`src/rtl/riscv_irq_pkg.sv`:
```
// Shared types and constants for the RISC-V interrupt arbiter.
package riscv_irq_pkg;

    localparam int IRQ_ID_W = 5;

    typedef enum logic [1:0] {
        IRQ_ARB_IDLE,
        IRQ_ARB_REQ,
        IRQ_ARB_SVC
    } irq_arb_state_e;

    localparam logic [2:0] ADDR_ENABLE  = 3'd0;
    localparam logic [2:0] ADDR_SECURE  = 3'd1;
    localparam logic [2:0] ADDR_PENDING = 3'd2;
    localparam logic [2:0] ADDR_CLAIM   = 3'd3;
    localparam logic [2:0] ADDR_EDGE    = 3'd4;

    function automatic logic [31:0] id_onehot(input logic [IRQ_ID_W-1:0] id);
        return 32'd1 << id;
    endfunction

endpackage

```
`src/rtl/riscv_irq_prio_enc.sv`:
```
// Lowest-index-first priority encoder: request vector -> {valid, id}.
module riscv_irq_prio_enc
    import riscv_irq_pkg::*;
#(
    parameter int NUM_SRC = 32
) (
    input  logic [NUM_SRC-1:0]  req,
    output logic                valid,
    output logic [IRQ_ID_W-1:0] id
);

    always_comb begin
        valid = 1'b0;
        id    = '0;
        for (int k = NUM_SRC - 1; k >= 0; k--) begin
            if (req[k]) begin
                valid = 1'b1;
                id    = IRQ_ID_W'(k);
            end
        end
    end

endmodule

```
`src/rtl/riscv_irq_arbiter.sv`:
```
// Interrupt source arbiter feeding the core interrupt controller.
// Optional edge-triggered sources are built when RISCV_IRQ_ARB_EDGE_EN is defined.
//
// state         | meaning
// IRQ_ARB_IDLE  | no request outstanding, arbitrating pending sources
// IRQ_ARB_REQ   | irq_o raised, waiting for controller ack or kill
// IRQ_ARB_SVC   | interrupt in service, waiting for software COMPLETE
module riscv_irq_arbiter
    import riscv_irq_pkg::*;
#(
    parameter int NUM_SRC = 32
) (
    input  logic                clk,
    input  logic                rst_n,
    input  logic [NUM_SRC-1:0]  irq_src_i,
    output logic                irq_o,
    output logic                irq_sec_o,
    output logic [IRQ_ID_W-1:0] irq_id_o,
    input  logic                irq_ack_i,
    input  logic                irq_kill_i,
    input  logic                cfg_req_i,
    input  logic                cfg_we_i,
    input  logic [2:0]          cfg_addr_i,
    input  logic [31:0]         cfg_wdata_i,
    output logic [31:0]         cfg_rdata_o
);

    irq_arb_state_e state, state_nxt;

    logic [NUM_SRC-1:0]  en;
    logic [NUM_SRC-1:0]  sec;
    logic [NUM_SRC-1:0]  pend;
    logic [NUM_SRC-1:0]  pend_nxt;
    logic [NUM_SRC-1:0]  grant_mask;
    logic [NUM_SRC-1:0]  pick_mask;
    logic [31:0]         grant_full;
    logic [31:0]         pick_full;
    logic                enc_valid;
    logic [IRQ_ID_W-1:0] enc_id;
    logic [IRQ_ID_W-1:0] svc_id;
    logic                wr;
    logic                rd;
    logic                complete;
    logic [31:0]         rd_mux;

    assign wr         = cfg_req_i & cfg_we_i;
    assign rd         = cfg_req_i & ~cfg_we_i;
    assign grant_full = id_onehot(irq_id_o);
    assign pick_full  = id_onehot(enc_id);
    assign grant_mask = grant_full[NUM_SRC-1:0];
    assign pick_mask  = pick_full[NUM_SRC-1:0];
    assign complete   = wr && (cfg_addr_i == ADDR_CLAIM) && (state == IRQ_ARB_SVC)
                        && (cfg_wdata_i[IRQ_ID_W-1:0] == svc_id);
    assign irq_o      = (state == IRQ_ARB_REQ);

`ifdef RISCV_IRQ_ARB_EDGE_EN
    logic [NUM_SRC-1:0] edge_mode;
    logic [NUM_SRC-1:0] src_q;
    logic [NUM_SRC-1:0] rise;
    logic [NUM_SRC-1:0] ack_clr;

    assign rise     = irq_src_i & ~src_q & en;
    assign ack_clr  = ((state == IRQ_ARB_REQ) && irq_ack_i) ? grant_mask : '0;
    // a fresh edge outranks the ack clear landing in the same cycle
    assign pend_nxt = (edge_mode & (rise | (pend & ~ack_clr)))
                    | (~edge_mode & irq_src_i & en);

    always_ff @(posedge clk or negedge rst_n) begin
        if (!rst_n) begin
            edge_mode <= '0;
            src_q     <= '0;
        end else begin
            src_q <= irq_src_i;
            if (wr && (cfg_addr_i == ADDR_EDGE))
                edge_mode <= cfg_wdata_i[NUM_SRC-1:0];
        end
    end
`else
    assign pend_nxt = irq_src_i & en;
`endif

    // Arbitration only runs in IDLE, where nothing is in service, so the
    // in-service exclusion never removes a candidate.
    riscv_irq_prio_enc #(.NUM_SRC(NUM_SRC)) u_prio_enc (
        .req   (pend),
        .valid (enc_valid),
        .id    (enc_id)
    );

    always_ff @(posedge clk or negedge rst_n) begin
        if (!rst_n) begin
            en   <= '0;
            sec  <= '0;
            pend <= '0;
        end else begin
            if (wr && (cfg_addr_i == ADDR_ENABLE))
                en <= cfg_wdata_i[NUM_SRC-1:0];
            if (wr && (cfg_addr_i == ADDR_SECURE))
                sec <= cfg_wdata_i[NUM_SRC-1:0];
            pend <= pend_nxt;
        end
    end

    always_comb begin
        state_nxt = state;
        case (state)
            IRQ_ARB_IDLE: if (enc_valid) state_nxt = IRQ_ARB_REQ;
            IRQ_ARB_REQ: begin
                if (irq_ack_i)       state_nxt = IRQ_ARB_SVC;
                else if (irq_kill_i) state_nxt = IRQ_ARB_IDLE;
            end
            IRQ_ARB_SVC:  if (complete) state_nxt = IRQ_ARB_IDLE;
            default:      state_nxt = IRQ_ARB_IDLE;
        endcase
    end

    always_ff @(posedge clk or negedge rst_n) begin
        if (!rst_n) begin
            state     <= IRQ_ARB_IDLE;
            irq_id_o  <= '0;
            irq_sec_o <= 1'b0;
            svc_id    <= '0;
        end else begin
            state <= state_nxt;
            if ((state == IRQ_ARB_IDLE) && enc_valid) begin
                irq_id_o  <= enc_id;
                irq_sec_o <= |(sec & pick_mask);
            end
            if ((state == IRQ_ARB_REQ) && irq_ack_i)
                svc_id <= irq_id_o;
        end
    end

    always_comb begin
        rd_mux = '0;
        case (cfg_addr_i)
            ADDR_ENABLE:  rd_mux[NUM_SRC-1:0] = en;
            ADDR_SECURE:  rd_mux[NUM_SRC-1:0] = sec;
            ADDR_PENDING: rd_mux[NUM_SRC-1:0] = pend;
            ADDR_CLAIM:   if (state == IRQ_ARB_SVC) rd_mux[IRQ_ID_W-1:0] = svc_id;
`ifdef RISCV_IRQ_ARB_EDGE_EN
            ADDR_EDGE:    rd_mux[NUM_SRC-1:0] = edge_mode;
`endif
            default:      rd_mux = '0;
        endcase
    end

    always_ff @(posedge clk or negedge rst_n) begin
        if (!rst_n)  cfg_rdata_o <= '0;
        else if (rd) cfg_rdata_o <= rd_mux;
    end

endmodule
```
`config.mk`:
```
export PLATFORM = sky130hd
export DESIGN_NAME = riscv_irq_arbiter
export DESIGN_NICKNAME = d
export VERILOG_FILES = /design/src/rtl/riscv_irq_pkg.sv /design/src/rtl/riscv_irq_prio_enc.sv /design/src/rtl/riscv_irq_arbiter.sv
export SDC_FILE = /design/constraint.sdc
export NUM_CORES = 1
export LEC_CHECK = 0
export ABC_AREA = 1
export BUFFER_PORTS_ARGS = -buffer_cell sky130_fd_sc_hd__buf_2
export CORE_UTILIZATION = 61
export CTS_CLUSTER_SIZE = 20
export DETAILED_ROUTE_END_ITERATION = 6
export GPL_TIMING_DRIVEN = 0
export PLACE_DENSITY = 0.86
export SLEW_MARGIN = 20
export SYNTH_ARGS = -nofsm -noshare
export SYNTH_HDL_FRONTEND = slang
export SYNTH_HIERARCHICAL = 1
export SYNTH_SLANG_ARGS = --single-unit
```
`constraint.sdc`:
```
create_clock -name clk -period 7.8 [get_ports clk]
set_input_delay 0.39 -clock clk [delete_from_list [all_inputs] [get_ports clk]]
set_output_delay 0.39 -clock clk [all_outputs]
set_load 0.01 [all_outputs]
```
==> key figures <==
Outcome
  – Outcome: completed

Setup path
  – CP Max Fanout: 8
  – Crit start category: flip-flop
  – Slowest CP cell: dfrtp_1
  – Critical path class: reg -> reg
  – Crit path arrival time: 3970 ps
  – CP required: slightly above 8000 ps
  – CP Capture Type: flip-flop
  – Delay-heaviest family, CP: simple AND/OR/NAND/NOR gates
  – Most used cell, CP: nand2_1
  – Delay of the slowest critical-path stage: between 400 and 500 ps
  – Worst Path Buf+Inv: 1

STA
  – RSZ-0062 raised after global routing: false
  – Worst slew margin: between 50% and 60%
  – Final WS setup: 4250 ps
  – Final Hold Viols: 0
  – Slew Viols, Final: 0
  – Hold Slack: 25.7 ps
  – Period utilization: approximately 45%
  – Slew @ Worst Pin: 670 ps
  – # setup viols final: 0
  – TNS Setup: 0 ps
  – Post-layout min period: between 3000 and 4000 ps
  – Clk_skew: 8.11 ps
  – Fmax: 0.282 GHz

Detailed routing
  – WL/cell: 17.1 µm
  – Vias per cell: 5.70
  – Routed Antenna Nets: 0
  – DRC Markers: 0
  – Via count: a little over 6000
  – Final WL: 18.5 mm
  – First-pass iteration count of the detailed router: 5
  – Initial DRC count: 672

Placement
  – HPWL Detailed: 12.7 mm
  – Placement Cell Area: 7380 µm²
  – Pre-CTS setup slack: about 4500 ps
  – Port Buf Inserts: 111
  – Placer Congestion: approximately 0.9
  – Post-placement cell count: roughly 1000

Synth
  – Largest family of logic cells by synthesized area: simple AND/OR/NAND/NOR gates
  – Syn Area/Cell: between 8 and 9 µm²
  – Mapped Cells: 800
  – Main flop type after synthesis: dfrtp_1
  – Sequential share of the synthesized area: 53.3%
  – Synth async-reset ratio: 100%
  – Compound-Gate Fraction of Synth Area: 8.00%
  – Synth Area in Simple Gates: a little under a quarter
  – Syn Nets: 873
  – Post-synthesis mux area share: around 5.8%
  – #FFs+latches synth: between 100 and 150
  – Cell Area, Synth: 6620 µm²
  – Distinct cell type count after synthesis: 31
  – Post-synthesis xor/xnor area fraction: 0%
  – Warnings, synthesis: 6
  – Post-synth EDFFs: 0
  – Adder-cell area share of the yosys netlist: 0%

Die
  – Die height: 106 µm
  – Die W: 106 µm
  – Ports: 112
  – Initial Util: 63.5%
  – Num rows: 37
  – Core area: 10400 µm²
  – Die ar.: 11300 µm²

Final layout
  – Finished Layout Cells: between 1000 and 1500
  – Final instance area: 7970 µm²
  – Fillcell total: a little under 800
  – Synth-to-layout area growth: 20.4%
  – Most frequent cells in the layout: nand2_1, dfrtp_1, buf_2, inv_1, o21ai_0
  – Number of diodes: 0
  – NumNets Final: between 1000 and 1500
  – Area of the multi-input gates: 2490 µm²
  – FF+latch area: 3530 µm²
  – Layout cell share with drive strength beyond 1: 22.0%
  – Most common cell after layout, fill and taps aside: nand2_1

CTS
  – Clock root buffer: clkbuf_8
  – CTS resizes: 0
  – Clock latency on the worst-skew pair: 540 ps
  – H-tree levels: 4
  – Post-CTS setup buffer count: 0
  – CTS tree: built
  – Clock buffer depth: 2
  – Clock transition at path regs: around 60 ps
  – CTS sink count: 141
  – TritonCTS Buffers: 17

Global route
  – Total track usage: 35.0%
  – Grt ovf: 0
  – M1 GR Usage: 46.1%
  – First-pass GRT wire length: 29.5 mm
  – Initial antenna violation count: 0
  – Met3 Usage GRT: under 10%
  – Number of global-route vias before repair: 5948
  – Met2 Use GR: 57.1%
  – Largest net degree at the start of global routing: 73
  – Peak-usage layer in the global routing report: met2

Pwr
  – IR drop worst, VDD: 0.249 mV
  – Pwr/cell area: 288 nW/µm²
  – P_leak: 4.46 nW

Job
  – # Max-Cap Violations: 0

Hold path
  – Type of the worst min-delay path: in -> reg
==> worst reg2reg max path: cells and delay by family (launching register included) <==
| kind | cells | cell delay, ps |
|---|---|---|
| simple gates | 37 | 2590 |
| compound gates | 1 | 330 |
| buf+inv | 1 | 100 |
| flops | 1 | 430 |
==> logic make-up (layout without fill, tap and decap cells) <==
family,after synthesis,in the layout
AO/OA/AOI/OAI,97,97
buffers and inverters,147,291
flip-flops,141,141
multiplexers,34,34
AND/OR/NAND/NOR,381,381
==> Yosys cell counts (2+ instances only) <==
cell	instances	area [µm²]
o21ai_1	11	55.1
nand4_1	25	156
o21ai_0	65	325
o2111ai_1	2	17.5
a21oi_1	6	30.0
mux2_2	34	383
o31ai_1	5	37.5
inv_1	110	413
nor4_1	3	18.8
clkbuf_1	10	37.5
nor3_1	4	20.0
dfrtp_1	141	3530
nand3_1	41	205
nand2_2	2	12.5
inv_2	7	26.3
nor2_1	40	150
nand2_1	263	987
buf_6	2	22.5
buf_2	17	85.1
==> worst paths after layout <==
kind | start | end | slack, ps | depth (start not counted)
worst max-delay path | pend[29] | irq_sec_o | 4250 | 39
worst min-delay path | irq_kill_i | state[0] | 30 | 2
worst max register to register | pend[29] | irq_sec_o | 4250 | 39
worst min register to register | en[1] | pend[1] | 480 | 2
max in group asynchronous | rst_n | en[5] | 6690 | 3
min in group asynchronous | rst_n | cfg_rdata_o[24] | 390 | 2
==> metal layers <==
layer  wire, µm  vias up  part of all wire (%)
met5          0        -                     0
met4        503        0                   2.7
met3       1780       64                   9.6
li1           -     2803                     -
met2       8830      351                    48
met1       7340     2941                    40
==> layout make-up <==
type | count | share of cell area, %
Multi-Input combinational cell | 512 | 31.3
Sequential cell | 141 | 44.3
Inverter | 117 | 5.51
Buffer | 30 | 1.92
Clock buffer | 20 | 5.46
Timing Repair Buffer | 113 | 7.57
Clock inverter | 11 | 1.81
Tap cell | 136 | 2.14
==> where the power goes <==
part	leakage (nW)	internal [W]	switching, W	total [W]
Sequential	1.84	0.000869	0.000121	0.000990
Combinational	2.34	0.000186	0.000315	0.000501
Clock	0.284	0.000493	0.000306	0.000799
==> timing repair <==
action / CTS / global route
hold buffers: 1 / 0
endpoints found under the hold margin: 69 / 0
endpoints found under the setup margin: 0 / 0
==> registers in the layout, indices dropped and copies added (netlist names) <==
name         count
irq_id_o         5
irq_sec_o        1
svc_id           5
state            2
sec             32
pend            32
en              32
cfg_rdata_o     32
==> through the flow <==
stage                     util, %  power [W]
after floorplan                 -    0.00129
after global placement       70.5    0.00146
after detailed placement     70.8    0.00148
after CTS                    76.5    0.00228
after global routing         76.5    0.00239
final                        76.5    0.00229
Note: power is estimated with default switching activity, not from simulation.
